==> src/rtl/calc_pkg.sv <==
// Shared command codes, sequencer state type and code classification helpers.
package calc_pkg;

  localparam int unsigned CODE_W = 4;
  localparam int unsigned CMD_W  = CODE_W + 1;

  localparam logic [CODE_W-1:0] CMD_ADD = 4'b1010;
  localparam logic [CODE_W-1:0] CMD_SUB = 4'b1011;
  localparam logic [CODE_W-1:0] CMD_MUL = 4'b1100;
  localparam logic [CODE_W-1:0] CMD_NOP = 4'b1101;
  localparam logic [CODE_W-1:0] CMD_EQ  = 4'b1110;
  localparam logic [CODE_W-1:0] CMD_BSP = 4'b1111;

  // Hold classes returned by hold_class()
  localparam logic [1:0] CLS_DIGIT = 2'd0;
  localparam logic [1:0] CLS_OP    = 2'd1;
  localparam logic [1:0] CLS_EQ    = 2'd2;

  // Requester command payload: clear flag plus keypad code
  typedef struct packed {
    logic              clr;
    logic [CODE_W-1:0] code;
  } seq_cmd_t;

  typedef enum logic [1:0] {
    S_IDLE = 2'd0,
    S_HOLD = 2'd1,
    S_GAP  = 2'd2,
    S_CLR  = 2'd3
  } seq_state_t;

  // Digits, backspace and NOP share the short hold; operators and equals are longer
  function automatic logic [1:0] hold_class(input logic [CODE_W-1:0] code);
    logic [1:0] cls;
    cls = CLS_DIGIT;
    case (code)
      CMD_ADD, CMD_SUB, CMD_MUL: cls = CLS_OP;
      CMD_EQ:                    cls = CLS_EQ;
      default:                   cls = CLS_DIGIT;
    endcase
    return cls;
  endfunction

endpackage

==> src/rtl/calc_rr_arb2.sv <==
// Two-way round-robin arbiter; the caller owns the last-grant register.
module calc_rr_arb2 (
  input  logic [1:0] req,
  input  logic       last,
  output logic [1:0] gnt,
  output logic       gnt_idx
);

  // On contention the requester that was not served last wins
  always_comb begin
    gnt     = 2'b00;
    gnt_idx = 1'b0;
    case (req)
      2'b01: begin
        gnt     = 2'b01;
        gnt_idx = 1'b0;
      end
      2'b10: begin
        gnt     = 2'b10;
        gnt_idx = 1'b1;
      end
      2'b11: begin
        if (last) begin
          gnt     = 2'b01;
          gnt_idx = 1'b0;
        end else begin
          gnt     = 2'b10;
          gnt_idx = 1'b1;
        end
      end
      default: begin
        gnt     = 2'b00;
        gnt_idx = 1'b0;
      end
    endcase
  end

endmodule

==> src/rtl/calc_cmd_sequencer.sv <==
// Arbitrates keypad/host commands and paces them onto the calculator cmd input.
module calc_cmd_sequencer
  import calc_pkg::*;
#(
  parameter int unsigned DIGIT_HOLD = 20,
  parameter int unsigned OP_HOLD    = 30,
  parameter int unsigned EQ_HOLD    = 100,
  parameter int unsigned GAP        = 2,
  parameter int unsigned CNT_W      = 8
) (
  input  logic              clock,
  input  logic              reset,
  input  logic              a_valid,
  input  logic [CMD_W-1:0]  a_cmd,
  output logic              a_ready,
  input  logic              b_valid,
  input  logic [CMD_W-1:0]  b_cmd,
  output logic              b_ready,
  output logic [CODE_W-1:0] cmd_out,
  output logic              calc_rst,
  output logic              busy,
  output logic              last_grant
);

  localparam logic [CNT_W-1:0] DIGIT_LD = CNT_W'(DIGIT_HOLD);
  localparam logic [CNT_W-1:0] OP_LD    = CNT_W'(OP_HOLD);
  localparam logic [CNT_W-1:0] EQ_LD    = CNT_W'(EQ_HOLD);
  localparam logic [CNT_W-1:0] GAP_LD   = CNT_W'(GAP);
  localparam logic [CNT_W-1:0] CNT_ONE  = CNT_W'(1);

  seq_state_t        state_q, state_d;
  logic [CNT_W-1:0]  cnt_q, cnt_d;
  logic [CODE_W-1:0] cmd_d;
  logic              rst_d;
  logic              last_d;
  logic              busy_d;
  logic [1:0]        req;
  logic [1:0]        gnt;
  logic              gnt_idx;
  seq_cmd_t          sel;

  // Hold length for a code, from its class
  function automatic logic [CNT_W-1:0] hold_load(input logic [CODE_W-1:0] code);
    logic [CNT_W-1:0] ld;
    case (hold_class(code))
      CLS_OP:  ld = OP_LD;
      CLS_EQ:  ld = EQ_LD;
      default: ld = DIGIT_LD;
    endcase
    return ld;
  endfunction

  // Requests are only considered while idle and out of reset
  assign req = (state_q == S_IDLE && !reset) ? {b_valid, a_valid} : 2'b00;

  calc_rr_arb2 u_arb (
    .req     (req),
    .last    (last_grant),
    .gnt     (gnt),
    .gnt_idx (gnt_idx)
  );

  assign sel = gnt_idx ? seq_cmd_t'(b_cmd) : seq_cmd_t'(a_cmd);

  // Next-state, counter and next-output logic; readies are the only combinational outputs
  always_comb begin
    state_d = state_q;
    cnt_d   = cnt_q;
    cmd_d   = cmd_out;
    rst_d   = 1'b0;
    last_d  = last_grant;
    a_ready = 1'b0;
    b_ready = 1'b0;
    case (state_q)
      S_IDLE: begin
        cmd_d = CMD_NOP;
        if (|gnt) begin
          a_ready = gnt[0];
          b_ready = gnt[1];
          last_d  = gnt_idx;
          if (sel.clr) begin
            state_d = S_CLR;
            rst_d   = 1'b1;
            cnt_d   = '0;
          end else begin
            state_d = S_HOLD;
            cmd_d   = sel.code;
            cnt_d   = hold_load(sel.code);
          end
        end
      end
      S_HOLD: begin
        if (cnt_q <= CNT_ONE) begin
          cmd_d = CMD_NOP;
          if (GAP == 0) begin
            state_d = S_IDLE;
            cnt_d   = '0;
          end else begin
            state_d = S_GAP;
            cnt_d   = GAP_LD;
          end
        end else begin
          cnt_d = cnt_q - CNT_ONE;
        end
      end
      S_GAP: begin
        cmd_d = CMD_NOP;
        if (cnt_q <= CNT_ONE) begin
          state_d = S_IDLE;
          cnt_d   = '0;
        end else begin
          cnt_d = cnt_q - CNT_ONE;
        end
      end
      S_CLR: begin
        cmd_d = CMD_NOP;
        if (GAP == 0) begin
          state_d = S_IDLE;
          cnt_d   = '0;
        end else begin
          state_d = S_GAP;
          cnt_d   = GAP_LD;
        end
      end
      default: begin
        state_d = S_IDLE;
        cmd_d   = CMD_NOP;
        cnt_d   = '0;
      end
    endcase
    busy_d = (state_d != S_IDLE);
  end

  // State and registered outputs; reset abandons any command in flight
  always_ff @(posedge clock) begin
    if (reset) begin
      state_q    <= S_IDLE;
      cnt_q      <= '0;
      cmd_out    <= CMD_NOP;
      calc_rst   <= 1'b0;
      last_grant <= 1'b1;
      busy       <= 1'b0;
    end else begin
      state_q    <= state_d;
      cnt_q      <= cnt_d;
      cmd_out    <= cmd_d;
      calc_rst   <= rst_d;
      last_grant <= last_d;
      busy       <= busy_d;
    end
  end

endmodule

==> config.mk <==
export PLATFORM = sky130hd
export DESIGN_NAME = calc_cmd_sequencer
export DESIGN_NICKNAME = d
export VERILOG_FILES = /design/src/rtl/calc_pkg.sv /design/src/rtl/calc_rr_arb2.sv /design/src/rtl/calc_cmd_sequencer.sv
export SDC_FILE = /design/constraint.sdc
export NUM_CORES = 1
export LEC_CHECK = 0
export CAP_MARGIN = 0
export CORE_UTILIZATION = 43
export DETAILED_ROUTE_END_ITERATION = 6
export DONT_BUFFER_PORTS = 1
export PLACE_DENSITY_LB_ADDON = 0.12
export REMOVE_ABC_BUFFERS = 1
export SLEW_MARGIN = 20
export SYNTH_ARGS = -nofsm -noshare
export SYNTH_HDL_FRONTEND = slang
export SYNTH_HIERARCHICAL = 1
export SYNTH_SLANG_ARGS = --single-unit
==> constraint.sdc <==
create_clock -name clock -period 3.11 [get_ports clock]
set_input_delay 0.622 -clock clock [delete_from_list [all_inputs] [get_ports clock]]
set_output_delay 0.622 -clock clock [all_outputs]
set_load 0.03 [all_outputs]
Word level (Yosys, flattened, before mapping):

Index checks and enable logic that the tools add are counted.

* flip-flop bits (word level): 17
* bits in latches: 0
* memory bits (writable): 0
* memory bits (read-only): 0
* input bits: 14
* output and inout bits: 9
* word-level logic and storage cells: 63
* memories kept: 0

* add/sub/neg operators: 1
* multipliers: 0
* div/mod/pow operators: 0
* magnitude comparators: 1
* eq/ne operators: 14
* shift operators: 0
* mux-type cells: 30
* bitwise logic cells: 2
* reduce and logical (&&, ||, !) cells: 9

Operator list (count)
* case mux 8 bit (4 select lines): 1
* 2-to-1 mux 8 bit: 3
* 2-to-1 mux 2 bit: 9
* equality test 4 bit (second input constant): 4
* case mux 7 bit (2 select lines): 1
* 2-to-1 mux 4 bit: 3
* case mux 4 bit (3 select lines): 1
* equality test 2 bit (second input constant): 5
* <= comparator 8 x 1 -> 1 bit (second input constant): 1
* case mux 2 bit (4 select lines): 1
* subtractor 8 x 1 -> 8 bit (second input constant): 1
* 2-to-1 mux 7 bit: 1
* equality test 2 x 1 -> 1 bit (second input constant): 3
* 2-to-1 mux 1 bit: 6
* case mux 2 bit (3 select lines): 1
* OR reduction 3 bit: 2
* 2-to-1 mux 5 bit: 1
* case mux 2 bit (2 select lines): 1
* OR reduction 2 bit: 2
* zero test 2 bit: 1
* inequality test 2 x 1 -> 1 bit (second input constant): 1
* inequality test 2 bit (second input constant): 1
* inverter 1 bit: 2
* case mux 1 bit (2 select lines): 1
* other kinds (4): 4

Logic depth before layout (Yosys ltp):

* depth in word-level cells: 17
* gate-level depth with buffers: 11
* mapped depth without buffers: 9

Cells and area by module:

The synthesis kept the hierarchy.

By module, submodules not included
* calc_cmd_sequencer: times used 1, cells an instance 128, area each 1044.8 um^2, seq. area each 340.3 um^2
* calc_rr_arb2: times used 1, cells an instance 4, area each 26.3 um^2, seq. area each 0.0 um^2

Worst setup path before layout:

No wires, ideal clock.

* path type: in2reg
* start point: input port reset
* end point: register cnt_q[1]
* setup time: 0.086 ns
* data arrival time: 2.495 ns
* data required time: 3.024 ns
* setup slack: 0.529 ns
* stages on the path: 9
* path buffers: 2
* path through: clkbuf_1 > nor2_1 > and2_1 > a21boi_0 > clkbuf_1 > mux2_2 > o21ai_0 > a31oi_1 > a221oi_2

* cells in the longest elaborated chain, start to end: 17
* elaborated cells on any way between the ends: 26
* classes of those cells: 10 x eq/ne; 12 x mux; 4 x reduce/logical

Ends and longest elaborated chain
* from (decl): line calc_cmd_sequencer.sv:12 `input logic reset,`
* zero test 1 bit (*): line calc_cmd_sequencer.sv:54 `assign req = (state_q == S_IDLE && !reset) ? {b_valid, a_valid} : 2'b00;`
* logical AND 1 bit (*): line calc_cmd_sequencer.sv:54
* 2-to-1 mux 2 bit (*): line calc_cmd_sequencer.sv:54
* net req[0]: line calc_cmd_sequencer.sv:37 `logic [1:0] req;`
* equality test 2 bit: line calc_rr_arb2.sv:13 `case (req)`
* case mux 1 bit (2 select lines) (*): line calc_rr_arb2.sv:13
* net gnt_idx: line calc_cmd_sequencer.sv:39 `logic gnt_idx;`
* 2-to-1 mux 5 bit (*): line calc_cmd_sequencer.sv:63 `assign sel = gnt_idx ? seq_cmd_t'(b_cmd) : seq_cmd_t'(a_cmd);`
* [3 not listed]
* 2-to-1 mux 2 bit: line calc_cmd_sequencer.sv:81 `if (sel.clr) begin`
* 2-to-1 mux 2 bit: line calc_cmd_sequencer.sv:77 `if (|gnt) begin`
* 2-to-1 mux 2 bit: line calc_cmd_sequencer.sv:74 `case (state_q)`
* equality test 2 bit / equality test 2 x 1 -> 1 bit (equally long branches): line calc_cmd_sequencer.sv:45 `case (hold_class(code))`
* case mux 7 bit (2 select lines): line calc_cmd_sequencer.sv:45
* 2-to-1 mux 7 bit (*): line calc_cmd_sequencer.sv:81
* 2-to-1 mux 8 bit (*): line calc_cmd_sequencer.sv:77
* case mux 8 bit (4 select lines) (*): line calc_cmd_sequencer.sv:74
* to (signal assigned): line calc_cmd_sequencer.sv:145 `cnt_q <= cnt_d;`
* to (decl): line calc_cmd_sequencer.sv:32 `logic [CNT_W-1:0] cnt_q, cnt_d;`

Mark *: on every way through the listed nets, which the timed path passes. The rest lies on a longest branch. The select of a mux whose other input is x is not followed.
A chain may end at the register's enable or synchronous reset.

Worst setup path in the final report:

* start point: register state_q[1]
* end point: output port b_ready

* cells in the longest elaborated chain, start to end: 8
* elaborated cells on any way between the ends: 10
* classes of those cells: 3 x eq/ne; 4 x mux; 3 x reduce/logical

Ends and longest elaborated chain
* from (decl): line calc_cmd_sequencer.sv:31 `seq_state_t state_q, state_d;`
* from (signal assigned): line calc_cmd_sequencer.sv:144 `state_q <= state_d;`
* zero test 2 bit (*): line calc_cmd_sequencer.sv:54
* logical AND 1 bit (*): line calc_cmd_sequencer.sv:54
* 2-to-1 mux 2 bit (*): line calc_cmd_sequencer.sv:54
* net req[1]: line calc_cmd_sequencer.sv:37
* equality test 2 bit / equality test 2 x 1 -> 1 bit (equally long branches): line calc_rr_arb2.sv:13
* case mux 2 bit (3 select lines) (*): line calc_rr_arb2.sv:13
* net gnt[1]: line calc_cmd_sequencer.sv:38 `logic [1:0] gnt;`
* OR reduction 2 bit: line calc_cmd_sequencer.sv:77
* 2-to-1 mux 1 bit (*): line calc_cmd_sequencer.sv:77
* 2-to-1 mux 1 bit (*): line calc_cmd_sequencer.sv:74
* to (decl): line calc_cmd_sequencer.sv:18 `output logic b_ready,`

Mark *: on every way through the listed nets, which the timed path passes. The rest lies on a longest branch.

==> impl_results.md <==
- WHS Path Cells: 1
- Total chip power: 1.158 mW
- Die Height: 51.91 um
- Gr usage total: 19.33%
- Register bit total from synthesis: 17
- Die X: 51.91 um
- Share of cells above drive strength 1: 11.36%
- Max-cap violations: 0
- Worst path slowest cell: a21boi_0
- Min-Delay Startpoint: reset
- GPL Wtd Cong: 0.7983
- Met1 Usage GRT: 23.89%
- Initial DRC count: 16
- CTS resizes: 0
- Syn avg cell area: 8.114 sq um
- Seq/Total Area, Yosys: 31.78%
- Mapped Area: 1071 sq um
- Worst-margin pin slew: 0.5831 ns
- CP Class: flop to primary output
- Clock Path Buffers: 2
- FP Rows: 17
- HP Class: input port to flop
- Area growth syn-to-layout: 4.556%
- CP Launch Type: flop
- GRT busiest layer: met2
- Clk_lat worst skew: 0.29 ns
- Met3 Use GR: 4.386%
- First-pass GRT wire length: 3.829 mm
- Post-route ant nets: 0
- Port bufs: 0
- Buf/Inv on CP: 0
- Crit path capture type: primary output
- Crit-path leading delay family: simple AND/OR/NAND/NOR gates
- Synth Instances: 132
- Reg-to-Reg End: cnt_q[1]
- Post-Route Skew: 0.002282 ns
- Relative slew slack: 60.91%
- Total grt overflow: 0
- # Post-CTS Setup Buffers: 0
- Via/cell ratio: 6.063
- CTS sink count: 17
- Post-DP HPWL: 1.746 mm
- Met2 Usage GRT: 31.84%
- Num ports: 23
- Drt drc: 0
- Ant. Diodes: 0
- Final instance area: 1120 sq um
- Synth Area in Simple Gates: 28.74%
- CP required: 2.49 ns
- TritonCTS Buffers: 3
- Vias: 970
- Maximum vdd ir drop: 0.0005790 V
- Arr. time, crit path: 2.12 ns
- Core area: 2276 sq um
- TritonRoute pass-1 iters: 4
- Largest family of logic cells by synthesized area: simple AND/OR/NAND/NOR gates
- Clock tree root buffer cell: clkbuf_4
- Worst stage delay on the critical path: 0.44 ns
- Fin. Hold Viols: 0
- Min cycle time layout: 2.740 ns
- WL final: 2.284 mm
- Cell Pwr Density: 1034 nW/um^2
- Final worst path period share: 88.10%
- Initial Util: 47.06%
- XOR/XNOR share of the synthesized area: 0.8178%
- Yosys warning total: 6
- Largest net degree at the start of global routing: 20
- Final Net Count: 149
- Cells on worst reg2reg path: 9
- Initial antenna violation count: 0
- Placed inst area: 1092 sq um
- Final setup viols: 0
- Slew Limit Fails: 0
- Synth Area in Compound Gates: 25.35%
- Vias in the first global route: 863
- RSZ-0062 raised after global routing: no
- Sum Neg Setup Slack: 0 ns
- WL/cell: 14.28 um
- Hold_buf cts: 0
- Cell seen most often among critical-path stages: and2_1
- Crit-path cells: or2_1 > nor2_1 > and2_1 > a21boi_0 > and2_1
- Static leakage: 0.4100 nW
- Die area: 2694 sq um
- # H-tree levels: 1
- CTS tree: built
- Post-Synth Adder-Cell Area: 2.336%
- Crit-path max FO: 8
- Status: finished clean
- Mux share of post-synthesis cell area: 6.893%
- CTS clk-pin slew, worst paths: 0.10 ns
- FMAX: 0.3650 GHz
- Synth cell types: 40
- Hold EP: cnt_q[1]
- Critical R2R Launch: state_q[1]
- R2r setup slk: 0.59 ns
[worst max path at each step]
stage / start / depth (start not counted) / to / slack, ns
floorplan: state_q[1] / 8 / cnt_q[1] / 0.40
global placement: state_q[1] / 9 / cnt_q[1] / 0.70
detailed placement: state_q[1] / 9 / cnt_q[1] / 0.60
CTS: state_q[1] / 5 / b_ready / 0.36
global route: state_q[1] / 5 / b_ready / 0.18
finish: state_q[1] / 5 / b_ready / 0.37
[placed cells by master (no fill, tap or decap), drive strengths merged, types with 2 or more instances in the layout]
master	count
mux2	3
inv	6
mux2i	4
nor2	20
nand2b	4
a21boi	4
nor4	2
nand4	3
o22ai	4
a31oi	4
nor3	3
dfxtp	17
o21ai	7
and2	5
o2bb2ai	3
nand3	3
nand2	10
a21oi	7
clkbuf	3
ha	2
or4	2
[cell type report]
| class | instances | area [sq um] |
|---|---|---|
| tap | 28 | 35.03 |
| inverter | 6 | 22.52 |
| clock buffer | 3 | 22.52 |
| multi-input combinational | 104 | 686.9 |
| fill | 222 | 1156 |
| timing repair buffer | 1 | 7.507 |
| sequential | 17 | 340.3 |
| clock inverter | 1 | 5.005 |
[logic make-up (layout without fill, tap and decap cells)]
group / Yosys count / in the layout
compound gates: 37 / 37
xor+xnor: 1 / 1
fa+ha+maj: 2 / 2
buf+inv: 11 / 11
flops: 17 / 17
mux: 7 / 7
simple gates: 57 / 57
[cell usage after synthesis (all sizes together)]
cell type	number	area (sq um)
a2bb2oi	1	8.760
ha	2	25.02
nand2	10	37.54
or4	2	18.77
nand2b	4	25.02
o21ai	7	35.03
mux2i	4	40.04
a31oi	4	25.02
a21boi	4	30.03
o2bb2ai	3	26.28
clkbuf	3	11.26
o22ai	4	25.02
o31a	1	10.01
a221oi	1	15.01
or3b	1	8.760
nand3	3	15.01
o22a	1	8.760
o311ai	1	8.760
nand3b	1	7.510
a311oi	1	8.760
nor4bb	1	10.01
inv	6	22.52
nor3	3	20.02
buf	2	10.01
and2	5	31.28
o41ai	1	27.53
xor2	1	8.760
mux2	3	33.78
nand4	3	18.77
dfxtp	17	340.3
nor4	2	27.53
a21oi	7	35.03
nor2	20	75.07
or3	1	6.260
or2	1	6.260
o21a	1	7.510
[flip-flops by register name, indices dropped and copies added, names as in the netlist]
| name | cells |
|---|---|
| busy | 1 |
| calc_rst | 1 |
| cmd_out | 4 |
| cnt_q | 8 |
| last_grant | 1 |
| state_q | 2 |
[stage by stage]
step	hold WS, ns	worst slack [ns]	util [%]	cells
floorplan	0.4649	0.4003	-	127
global placement	0.4854	0.7000	47.99	156
detailed placement	0.4944	0.6037	47.99	156
CTS	0.3687	0.3642	49.20	160
global route	0.3531	0.1789	49.20	160
finish	0.3829	0.3701	49.20	160
[report_power, final]
group	switching, mW	internal, mW	total, mW	leakage, nW
clock network	0.0714	0.0478	0.119	0.0177
logic	0.390	0.261	0.651	0.253
registers	0.109	0.278	0.387	0.139
total	0.571	0.587	1.16	0.410
[per-layer routing]
| metal | share of wire, % | wire length, um |
|---|---|---|
| met5 | 0 | 0 |
| met4 | 0.61 | 14 |
| met3 | 3.3 | 76 |
| met2 | 48 | 1096 |
| met1 | 48 | 1095 |
Power figures use the tool's default switching activity.
